$ cat config.mk
export PLATFORM = sky130hd
export DESIGN_NAME = nested_index_counter
export DESIGN_NICKNAME = d
export VERILOG_FILES = /design/src/rtl/nested_index_counter.sv
export SDC_FILE = /design/constraint.sdc
export NUM_CORES = 1
export LEC_CHECK = 0
export ABC_AREA = 1
export BUFFER_PORTS_ARGS = -buffer_cell sky130_fd_sc_hd__buf_2
export CORE_MARGIN = 2
export CORE_UTILIZATION = 61
export DETAILED_ROUTE_END_ITERATION = 8
export GPL_ROUTABILITY_DRIVEN = 0
export PLACE_DENSITY = 0.88
export SETUP_SLACK_MARGIN = 0.2
export SLEW_MARGIN = 0
export SYNTH_ARGS = -nofsm -noshare
export SYNTH_HDL_FRONTEND = slang
export SYNTH_SLANG_ARGS = --single-unit
$ cat constraint.sdc
create_clock -name clk -period 4.4 [get_ports clk]
set_input_delay 0.22 -clock clk [delete_from_list [all_inputs] [get_ports clk]]
set_output_delay 0.22 -clock clk [all_outputs]
set_load 0.03 [all_outputs]
$ cat src/rtl/nested_index_counter.sv
// Multi-level odometer index sequencer with valid/ready output, per-level last flags
// and an optional lower-triangular innermost level.
module nested_index_counter #(
    parameter int NUM_LEVELS = 2,
    parameter int WIDTH      = 8
) (
    input  logic                          clk,
    input  logic                          rst,
    input  logic                          start,
    input  logic                          clear,
    input  logic [NUM_LEVELS*WIDTH-1:0]   limit,
    input  logic                          tri_mode,
    output logic [NUM_LEVELS*WIDTH-1:0]   idx,
    output logic                          valid,
    input  logic                          ready,
    output logic [NUM_LEVELS-1:0]         last,
    output logic                          busy,
    output logic                          done
);

    typedef enum logic [1:0] {IDLE, RUN, FIN} state_t;

    localparam int             L1  = (NUM_LEVELS > 1) ? 1 : 0;
    localparam logic [WIDTH-1:0] ONE = WIDTH'(1);

    state_t           state;
    logic [WIDTH-1:0] idx_q   [NUM_LEVELS];
    logic [WIDTH-1:0] lim_q   [NUM_LEVELS];
    logic [WIDTH-1:0] idx_nxt [NUM_LEVELS];
    logic             tri_q;
    logic             tri_en;
    logic [NUM_LEVELS-1:0] last_c;

    // A zero bound on any counted level means the sequence has no tuples at all.
    function automatic logic is_empty(input logic [NUM_LEVELS*WIDTH-1:0] lim, input logic tri_m);
        logic e;
        e = 1'b0;
        for (int l = 0; l < NUM_LEVELS; l++) begin
            if (lim[l*WIDTH +: WIDTH] == '0 && (l != 0 || !tri_m))
                e = 1'b1;
        end
        return e;
    endfunction

    assign tri_en = tri_mode & (NUM_LEVELS > 1);

    // Carry chain: a level advances only when every inner level sits at its final value.
    always_comb begin
        logic             carry;
        logic             fin;
        logic [WIDTH-1:0] bound;
        carry = 1'b1;
        for (int l = 0; l < NUM_LEVELS; l++) begin
            if (l == 0 && tri_q)
                bound = idx_q[L1];
            else
                bound = lim_q[l] - ONE;
            fin        = (idx_q[l] == bound);
            idx_nxt[l] = carry ? (fin ? '0 : idx_q[l] + ONE) : idx_q[l];
            carry      = carry & fin;
            last_c[l]  = valid & carry;
        end
    end

    assign last = last_c;

    for (genvar g = 0; g < NUM_LEVELS; g++) begin : g_idx
        assign idx[g*WIDTH +: WIDTH] = idx_q[g];
    end

    always_ff @(posedge clk) begin
        if (rst || clear) begin
            state <= IDLE;
            valid <= 1'b0;
            busy  <= 1'b0;
            done  <= 1'b0;
            tri_q <= 1'b0;
            for (int l = 0; l < NUM_LEVELS; l++) begin
                idx_q[l] <= '0;
                lim_q[l] <= '0;
            end
        end else begin
            case (state)
                IDLE: begin
                    done <= 1'b0;
                    if (start) begin
                        tri_q <= tri_en;
                        for (int l = 0; l < NUM_LEVELS; l++) begin
                            lim_q[l] <= limit[l*WIDTH +: WIDTH];
                            idx_q[l] <= '0;
                        end
                        if (is_empty(limit, tri_en)) begin
                            state <= FIN;
                            done  <= 1'b1;
                        end else begin
                            state <= RUN;
                            valid <= 1'b1;
                            busy  <= 1'b1;
                        end
                    end
                end
                RUN: begin
                    if (valid && ready) begin
                        if (last_c[NUM_LEVELS-1]) begin
                            state <= FIN;
                            valid <= 1'b0;
                            busy  <= 1'b0;
                            done  <= 1'b1;
                            for (int l = 0; l < NUM_LEVELS; l++)
                                idx_q[l] <= '0;
                        end else begin
                            for (int l = 0; l < NUM_LEVELS; l++)
                                idx_q[l] <= idx_nxt[l];
                        end
                    end
                end
                FIN: begin
                    done  <= 1'b0;
                    state <= IDLE;
                end
                default: state <= IDLE;
            endcase
        end
    end

endmodule

* Word-level counts from Yosys, hierarchy flattened
Memory sizes are Yosys's and may differ from the RTL's.
Cells that the tools add are included.
Widths: inputs -> output; s select.
** Operators by class
- $add $sub $neg :: 4
- Equality and inequality tests :: 8
- Muxes and demuxes :: 48
- Bitwise gates (word level) :: 11
- Reductions and logical operators :: 13
** Operators with widths (number)
- $mux 8 :: 12
- $mux 1 :: 29
- $add 8x1->8 const B :: 2
- $eq 8x8->1 :: 2
- $logic_not 8->1 :: 2
- $sub 8x1->8 const B :: 2
- $mux 2 :: 4
- $ne 2x2->1 const B :: 4
- $or 1x1->1 :: 8
- $reduce_and 3->1 :: 2
- $reduce_and 5->1 :: 1
- $pmux 2 s2 :: 1
- $and 1x1->1 :: 3
- $pmux 1 s3 :: 1
- $reduce_bool 3->1 :: 1
- $eq 2x1->1 const B :: 1
- $eq 2x2->1 const B :: 1
- $logic_and 1x1->1 :: 2
- $logic_not 2->1 :: 1
- $pmux 1 s2 :: 1
- $reduce_and 2->1 :: 1
- $reduce_bool 2->1 :: 1
- $logic_not 1->1 :: 1
- $logic_or 1x1->1 :: 1
** Word-level totals
- Flip-flop bits (word level) :: 5
- Memory bits (writable) :: 32
- Input bits :: 22
- Output and inout bits :: 21
- Word-level logic and storage cells :: 90
- Memories kept :: 2
** Memories
- idx_q :: depth 2, bits a word 8, read ports 2, clocked after memory_dff 0, wr ports 2, RTL line 27 : logic [WIDTH-1:0] idx_q [NUM_LEVELS];
- lim_q :: depth 2, bits a word 8, read ports 2, clocked after memory_dff 0, wr ports 2, RTL line 28 : logic [WIDTH-1:0] lim_q [NUM_LEVELS];

* Depth between registers and ports, before layout
Gate-level depths: netlist of run 1.
- Word-level depth :: 12
- Depth in mapped cells :: 17
- Gate-level depth less buffers :: 17

* Worst setup path before layout of run 1
OpenSTA, ideal clock, no wires.
- Path type :: reg-to-reg
- Start :: memory lim_q[0][0]
- End :: memory idx_q[1][2] (netlist: idx_q[0][10]), enable pin
- Data arrival time :: 2.094 ns
- Path slack :: 1.982 ns
- Cell stages (with the launch flop) :: 18
- Path buffers :: 0
- Clock period less this slack :: 2.418 ns
- Cell sequence :: edfxtp_1 -> inv_1 -> ha_1 -> inv_1 -> nand2_1 -> nand3_1 -> nand2_1 -> nor2_2 -> nand3_2 -> nor2_2 -> nand3_2 -> nor2_4 -> nand2_4 -> nor2_4 -> nand2_4 -> nand4_4 -> nand2_2 -> inv_1
** RTL lines (RTL line)
- from (decl) :: 28
- to (decl) :: 27

==> run metrics, run 1 <==
# setup viols final 0; CP Cell Sequence inv_1 -> ha_1 -> inv_1 -> nand2_1 -> nand3_1 -> nand2_1 -> nor2_2 -> nand3_2 -> nor2_2 -> nand3_2 -> nor2_4 -> nand2_4 -> nor2_4 -> nand2_4 -> inv_1 -> buf_2; mean post-synth cell area about 7.8 µm²; Net Sw Frac ~30%; vias per inst between 5 and 6; layout cells sized above 1 18.9%; CTS root buf clkbuf_8; NetSw 0.000251 W; mapped cell area 0.00251 mm²; combinational cell fraction of total power a little over a fifth; CTS Buf Count 5; share of the synthesized area in the top cell type 38.3%; Residual DRC 0; Worst Hold Class input pin to flop; Synth Instances 323; sequential fraction of design power between 50% and 60%; Ports 43; # hold bufs at CTS 0; static leakage 1.37 nW; final setup margin 1.89 ns; Tightest Pin Transition 0.671 ns; via count 2,182; Mapped Nets 352; layout-stage area growth over the synthesis result 13.6%; top post-synthesis cells by area edfxtp_1, nand2_1, inv_1; slowest stage cell, crit path edfxtp_1; initial cell density of the core between 60% and 70%; pin count of the biggest net entering global routing 19; CP endpoint kind primary output; CTS sink count 37; WL per Instance 11.8 µm; post_cts resized 0; Antenna Violating Nets Remaining 0; core area ~0.0040 mm²; routed wire length between 4000 and 5000 µm; share of power burned in the clock network 28.8%; fin nets between 300 and 400; pins over their slew limit 0; Final Critical Period about 2.5 ns; final hold violations 0; Max Root-Sink Buffers 2; Reg clk slew, reported paths 0.06 ns; commonest non-fill, non-tap cell in the layout nand2_1; first-pass GRT wire length 8050 µm; ANT cells 0; highest-count cells in the layout ignoring fill and taps nand2_1, inv_1, nor2_1; cell taking the most area after synthesis edfxtp_1; die height 68.1 µm; setup TNS 0 ns; CP most frequent cell inv_1; Cell Rows 23; I/O Buffers 42; H-Tree Depth 2; setup bufs post-CTS 0; Initial DRC Count between 150 and 200; DP Worst Slack 1.87 ns; YS warnings 0; total die area about 0.0046 mm²; die width 68.1 µm; post-synthesis sequential area ratio a little over two fifths; TritonRoute pass-1 iters 4; Max Freq 0.399 GHz; Worst EP arrival roughly 2.3 ns; CP peak stage delay 0.37 ns; Netlist cell types 32; Max Cap Violations 0; total internal power 0.000594 W; Final Skew 0.00882 ns; initial antenna violation count 0; CTS tree done; Final HPWL DP 3880 µm; critical setup path kind flop to primary output; Crit Path Max Fanout 3; maximum vdd drop 186 µV; Required @ worst endpoint ~4.2 ns; total track usage 23.7%; CP Buf/Inv Count 4; worst skew pair latency 0.29 ns; period utilization between 50% and 60%; status finished, final reports clean; RSZ-0062 raised after global routing false; kind of start point of the critical path flop; CP top delay family simple AND/OR/NAND/NOR gates; Yosys reg bits 37; PD cells 297 mW/mm²; vias in the first global route 1,901; total gr overflow 0; Slew headroom between 50% and 60%
-- sequential cells by signal (all words and copies together), names as in the netlist --
signal and flops:
idx_q 16, lim_q 16, state 2, busy 1
done 1, tri_q 1
-- synthesized netlist by cell type --
library cell	number
ha_1	7
nand3_1	28
xnor2_1	5
a21oi_1	8
edfxtp_1	32
nor2_1	49
nand2_4	2
buf_6	1
or2_2	1
nand2_1	73
nor3_1	4
or2_4	1
dfxtp_1	5
xor2_1	10
inv_1	58
nor2_4	2
o21bai_1	2
nor2_2	6
inv_6	1
o22ai_1	2
nor3b_1	1
nor4_1	1
a22oi_1	1
nand3_2	3
buf_4	1
o21ai_0	1
nand2_2	4
clkbuf_1	1
o32ai_1	1
nand4_4	2
a31oi_1	1
nand4_1	9
-- stage by stage --
step	util (%)	area [µm²]	total power, W	hold WS (ns)	instances
4_1_cts	71.7	2850	0.000848	0.221	420
5_1_grt	71.7	2850	0.000892	0.216	420
3_3_place_gp	69.4	2760	0.000600	0.452	412
3_5_place_dp	69.4	2760	0.000607	0.451	412
2_1_floorplan	-	2510	0.000565	0.367	323
6_report	71.7	2850	0.000845	0.220	420
-- path summary, 6_finish.rpt --
kind / startpoint / endpoint / slack [ns] / depth (start not counted)
max: lim_q[0][0] / last[1] / 1.89 / 16
min reg2reg: done / done / 0.46 / 2
max reg2reg: lim_q[0][0] / idx_q[0][10] / 1.92 / 17
min: tri_mode / tri_q / 0.22 / 3
-- routing by layer --
layer | routed length [µm] | track usage [%] | up-vias
li1 | - | - | 1122
met1 | 2190 | 30.3 | 981
met2 | 2370 | 38.0 | 66
met3 | 253 | 5.92 | 13
met4 | 128 | 10.3 | 0
met5 | 0 | 0 | -
-- power groups by stage --
stage / Sequential, W / Combinational, W / Clock [W]
2_1_floorplan: 0.000439 / 0.000126 / 0
3_3_place_gp: 0.000428 / 0.000171 / 0
3_5_place_dp: 0.000430 / 0.000177 / 0
4_1_cts: 0.000422 / 0.000178 / 0.000248
5_1_grt: 0.000425 / 0.000204 / 0.000263
6_report: 0.000423 / 0.000179 / 0.000243
-- cell families (layout without fill, tap and decap cells) --
kind of cell / after synthesis / in the layout / share of synthesized area [%]
fa+ha+maj: 7 / 7 / 3.49
buf+inv: 62 / 109 / 9.93
flops: 37 / 37 / 42.3
simple gates: 186 / 186 / 35.2
xor+xnor: 15 / 15 / 5.24
compound gates: 16 / 16 / 3.79
-- worst reg2reg max path, stage by stage, from the launching register on --
cell and delay [ns]:
edfxtp_1 0.37, inv_1 0.13, ha_1 0.27, inv_1 0.06, nand2_1 0.05, nand3_1 0.06
nand2_1 0.06, nor2_2 0.11, nand3_2 0.07, nor2_2 0.10, nand3_2 0.08, nor2_4 0.12
nand2_4 0.08, nor2_4 0.12, nand2_4 0.08, nand4_4 0.14, nand2_2 0.06, inv_1 0.22
-- final cells by class --
type	instances	area (µm²)
clock buffer	8	90.1
fill	314	1120
inverter	59	226
multi-input combinational	224	1200
sequential	37	1060
tap	50	62.6
timing repair buffer	42	210
(Power assumes the default switching activity.)
==> run 2: changes to the inputs <==
--- a/config.mk
+++ b/config.mk
@@ -8,10 +8,10 @@
 export ABC_AREA = 1
 export BUFFER_PORTS_ARGS = -buffer_cell sky130_fd_sc_hd__buf_2
 export CORE_MARGIN = 2
-export CORE_UTILIZATION = 61
+export CORE_UTILIZATION = 56
 export DETAILED_ROUTE_END_ITERATION = 8
 export GPL_ROUTABILITY_DRIVEN = 0
-export PLACE_DENSITY = 0.88
+export PLACE_DENSITY = 0.82
 export SETUP_SLACK_MARGIN = 0.2
 export SLEW_MARGIN = 0
 export SYNTH_ARGS = -nofsm -noshare
==> constraint.sdc (replaced) <==
create_clock -name clk -period 2.33 [get_ports clk]
set_input_delay 0.1165 -clock clk [delete_from_list [all_inputs] [get_ports clk]]
set_output_delay 0.1165 -clock clk [all_outputs]
set_load 0.03 [all_outputs]
==> run 2 against run 1 <==
- non-clock buffer count rose by 18
- power rose by 100%
- combinational power rose by 120%
- sequential power rose by 87%
- sequential share of layout area fell by 3.5 points
- first-iteration DRC count rose by 4.3%
==> run metrics, run 2 (synthesis results as in run 1) <==
status finished, final reports clean; Final HPWL DP just under 4000 µm; routed wire length 5380 µm; fin nets between 400 and 500; static leakage 1.48 nW; period utilization 95.5%; Ports 43; total gr overflow 0; setup TNS 0 ns; Max Cap Violations 0; maximum vdd drop 355 µV; vias per inst 5.05; layout filler cell count 338; CTS tree done; Final Critical Period 2.23 ns; CTS root buf clkbuf_8; Required @ worst endpoint approximately 2.4 ns; via count 2,224; critical setup path kind flop to flop; Cell Rows 24; TritonRoute pass-1 iters 4; Slew headroom 60.2%; CTS sink count 37; Area after DPL 0.00284 mm²; vias in the first global route 1,977; initial cell density of the core between 50% and 60%; pins over their slew limit 0; Power, Total 0.00171 W; die width 70.9 µm; CTS Buf Count 5; top flop regs idx_q (16), lim_q (16), state (2); worst skew pair latency 0.29 ns; # setup viols final 0; Max Freq 0.449 GHz; CP endpoint kind flop; core area 0.00432 mm²; total die area between 0.005 and 0.006 mm²; Reg clk slew, reported paths roughly 0.07 ns; die height 70.9 µm; Tightest Pin Transition 0.595 ns; layout-stage area growth over the synthesis result 25.4%; RSZ-0062 raised after global routing true; Crit Path Max Fanout 8; WL per Instance ~12 µm; highest-count cells in the layout ignoring fill and taps nand2_1, inv_1, buf_2; Antenna Violating Nets Remaining 0; cell area after layout around 0.0031 mm²; layout cells sized above 1 30.7%; I/O Buffers 42; first-pass GRT wire length 8630 µm; Max Root-Sink Buffers 2; total track usage 21.7%; final hold violations 0; Final Skew between 0.005 and 0.006 ns; H-Tree Depth 2; Initial DRC Count 169; initial antenna violation count 0; final setup margin around 0.10 ns; Worst EP arrival 2.27 ns; worst hold slack 0.0936 ns; Residual DRC 0; PD cells 545 mW/mm²; kind of start point of the critical path flop; commonest non-fill, non-tap cell in the layout nand2_1; Worst Hold Class input pin to flop; ANT cells 0; DP Worst Slack 0.0683 ns; pin count of the biggest net entering global routing 18
-- run 2: changes by cell type in the layout (fill, tap and decap cells not counted), sizes merged --
cell	change
buf	+18
clkbuf	-2
clkinv	+1
bufinv	+1
-- run 2: final cells by class --
cell class / count / area (µm²) / area share (%)
multi-input cells: 224 / 1320 / 42.0
flip-flops and latches: 37 / 1060 / 33.7
repair buffers: 60 / 363 / 11.5
inverters: 59 / 229 / 7.28
clock buffers: 6 / 72.6 / 2.31
well taps: 52 / 65.1 / 2.07
clock inverters: 2 / 33.8 / 1.07
-- run 2: per-layer routing --
metal,GRT usage [%],up-vias,wire length [µm]
met5,0,-,0
met4,5.66,0,92
met3,5.13,9,311
met2,36.3,69,2570
met1,28.6,988,2400
li1,-,1158,-
-- run 2: worst paths after layout --
path,startpoint,end,slack (ns),depth (start not counted)
hold reg to reg,done,done,0.47,2
setup / recovery,lim_q[0][1],idx_q[0][10],0.10,17
hold / removal,tri_mode,tri_q,0.09,3
setup reg to reg,lim_q[0][1],idx_q[0][10],0.10,17
-- run 2: worst max-delay path, stage by stage (launching register included) --
cell and delay (ns):
edfxtp_1 0.42, inv_2 0.09, ha_4 0.21, inv_2 0.04
nand2_1 0.05, nand3_1 0.07, nand2_1 0.06, nor2_2 0.08
nand3_2 0.07, nor2_2 0.09, nand3_2 0.08, nor2_4 0.12
nand2_4 0.07, nor2_4 0.10, nand2_4 0.08, buf_4 0.14
nand4_4 0.14, nor3_2 0.06
-- run 2: metrics by stage --
| step | util (%) | instances |
|---|---|---|
| global route | 72.7 | 440 |
| floorplan | - | 323 |
| detailed placement | 65.6 | 422 |
| finish | 72.7 | 440 |
| CTS | 69.7 | 436 |
| global placement | 65.6 | 422 |
-- run 2: power breakdown --
| part | switching, W | leakage, nW | internal [W] |
|---|---|---|---|
| sequential | 0.0000368 | 0.410 | 0.000756 |
| clock | 0.000220 | 0.0528 | 0.000316 |
| combinational | 0.000241 | 1.02 | 0.000145 |
| total | 0.000497 | 1.48 | 0.00122 |
-- run 2: what timing repair did --
item / in CTS / in global routing
hold endpoints to repair: 0 / 0
resized for setup: 8 / 28
buffers inserted: 6 / 4
pin swaps: 4 / 9
hold buffers: 0 / 0
endpoints found under the setup margin: 12 / 30
==> run 3: changes to the inputs <==
--- a/config.mk
+++ b/config.mk
@@ -7,6 +7,7 @@
 export LEC_CHECK = 0
 export ABC_AREA = 1
 export BUFFER_PORTS_ARGS = -buffer_cell sky130_fd_sc_hd__buf_2
+export CORE_ASPECT_RATIO = 1.75
 export CORE_MARGIN = 2
 export CORE_UTILIZATION = 56
 export DETAILED_ROUTE_END_ITERATION = 8
==> run 3 against run 2 <==
- final cell count unchanged
- critical endpoint is now last[1]
- non-clock buffer count up 1
- sequential cell count unchanged
- wire length up 6.3%
- worst hold slack better by 0.0026 ns
- sequential power about the same
- core utilization up 0.19 points
- first-iteration DRC count down 62%
- sequential share of layout area down 0.40 points
- global-route usage up 2.5 points
- setup slack worse by 0.023 ns
- clock-buffer cell count unchanged
- largest power group unchanged
==> run metrics, run 3 (synthesis results as in run 1) <==
wire length on met3 255 µm; total track usage between 20% and 30%; WL per Instance 13.0 µm; core area 0.00436 mm²; maximum vdd drop 447 µV; top flop regs idx_q (16), lim_q (16), state (2); Max Cap Violations 0; CP endpoint kind primary output; Tightest Pin Transition 0.648 ns; Residual DRC 0; TritonRoute pass-1 iters 6; first-pass GRT wire length 9220 µm; worst hold slack 0.0962 ns; RSZ-0062 raised after global routing true; kind of start point of the critical path flop; I/O Buffers 42; highest-count cells in the layout ignoring fill and taps nand2_1, inv_1, nor2_1, buf_2, edfxtp_1; ANT cells 0; Worst EP arrival 2.13 ns; H-Tree Depth 2; Reg clk slew, reported paths about 0.07 ns; metal2 WL between 3000 and 4000 µm; die height 92.5 µm; vias per inst 5.25; Max Root-Sink Buffers 2; pin count of the biggest net entering global routing 18; layout-stage area growth over the synthesis result 26.9%; slowest stage cell, crit path edfxtp_1; Max Used Layer met4; Final Critical Period 2.25 ns; CP Cell Sequence inv_2 -> ha_4 -> nand2_2 -> nand3_1 -> nand2_1 -> nor2_2 -> nand3_2 -> nor2_2 -> nand3_2 -> nor2_4 -> nand2_4 -> nor2_4 -> nand2_4 -> inv_2 -> buf_6; die width 54.6 µm; Slew headroom between 50% and 60%; total gr overflow 0; Max Freq 0.445 GHz; Post-Layout Cell Count 440; commonest non-fill, non-tap cell in the layout nand2_1; Worst R2R Setup Slack 0.08 ns; Ports 43; # setup viols final 0; CTS root buf clkbuf_8; CTS tree done; static leakage 1.50 nW; CTS Buf Count 5; initial antenna violation count 0; via count 2,311; pins over their slew limit 0; Inst Count DP roughly 420; CP Buf/Inv Count 3; Final Skew approximately 0.0048 ns; CP top delay family simple AND/OR/NAND/NOR gates; setup TNS 0 ns; critical setup path kind flop to primary output; layout cells sized above 1 32.4%; PD cells around 550 mW/mm²; Required @ worst endpoint between 2 and 2.5 ns; initial cell density of the core 57.5%; vias in the first global route 2,218; final hold violations 0; routed wire length 5720 µm; worst skew pair latency 0.29 ns; fin nets 417; CTS sink count 37; Antenna Violating Nets Remaining 0; Cell Rows 32; CP peak stage delay 0.38 ns; Worst Hold Class input pin to flop; total die area 0.00505 mm²; Initial DRC Count 64; status finished, final reports clean; Crit Path Max Fanout 3; period utilization 96.5%; Power, Total 0.00175 W; wl on met1 about 2100 µm; Final HPWL DP around 4100 µm
[run 3: cell type report]
| class | instances | area (µm²) |
|---|---|---|
| clock buffers | 6 | 72.6 |
| clock inverters | 2 | 33.8 |
| fillers | 336 | 1180 |
| inverters | 59 | 231 |
| multi-input cells | 224 | 1340 |
| flip-flops and latches | 37 | 1060 |
| well taps | 51 | 63.8 |
| repair buffers | 61 | 377 |
[run 3: layer usage]
| layer | track usage, % | vias up |
|---|---|---|
| met5 | 0 | - |
| met4 | 10.6 | 0 |
| met3 | 4.52 | 16 |
| met2 | 42.5 | 73 |
| met1 | 26.6 | 1056 |
| li1 | - | 1166 |
[run 3: path summary, 6_finish.rpt]
path | start | to | cells past startpoint
hold reg to reg | done | done | 2
setup / recovery | lim_q[0][1] | last[1] | 15
setup reg to reg | lim_q[0][1] | idx_q[0][10] | 16
hold / removal | tri_mode | tri_q | 3
[run 3: metrics by stage]
stage | instance area [µm²] | util (%) | setup WS [ns]
after floorplan | 2520 | - | 0.0222
after global routing | 3180 | 72.9 | -0.0771
after CTS | 3010 | 69.0 | 0.0880
after global placement | 2840 | 65.1 | 0.115
after detailed placement | 2840 | 65.1 | 0.0540
final | 3180 | 72.9 | 0.0810
[run 3: timing repair]
item	in CTS	in global routing
hold buffers	0	0
buffers inserted	6	4
resized for setup	6	41
endpoints found under the setup margin	13	30
pin swaps	8	16
[run 3: power by group]
group	total, W	internal [W]	leakage [nW]	switching (W)
logic	0.000411	0.000160	1.04	0.000252
clock network	0.000544	0.000316	0.0528	0.000228
registers	0.000795	0.000756	0.410	0.0000388
[run 3: worst reg2reg max path: stages, from the launching register on]
cell and delay [ns]:
edfxtp_1 0.38, inv_2 0.05, ha_4 0.28, nand2_2 0.06, nand3_1 0.07, nand2_1 0.06
nor2_2 0.09, nand3_2 0.07, nor2_2 0.09, nand3_2 0.09, nor2_4 0.12, nand2_4 0.06
nor2_4 0.14, nand2_4 0.09, buf_4 0.15, nand4_4 0.12, nor3_1 0.07
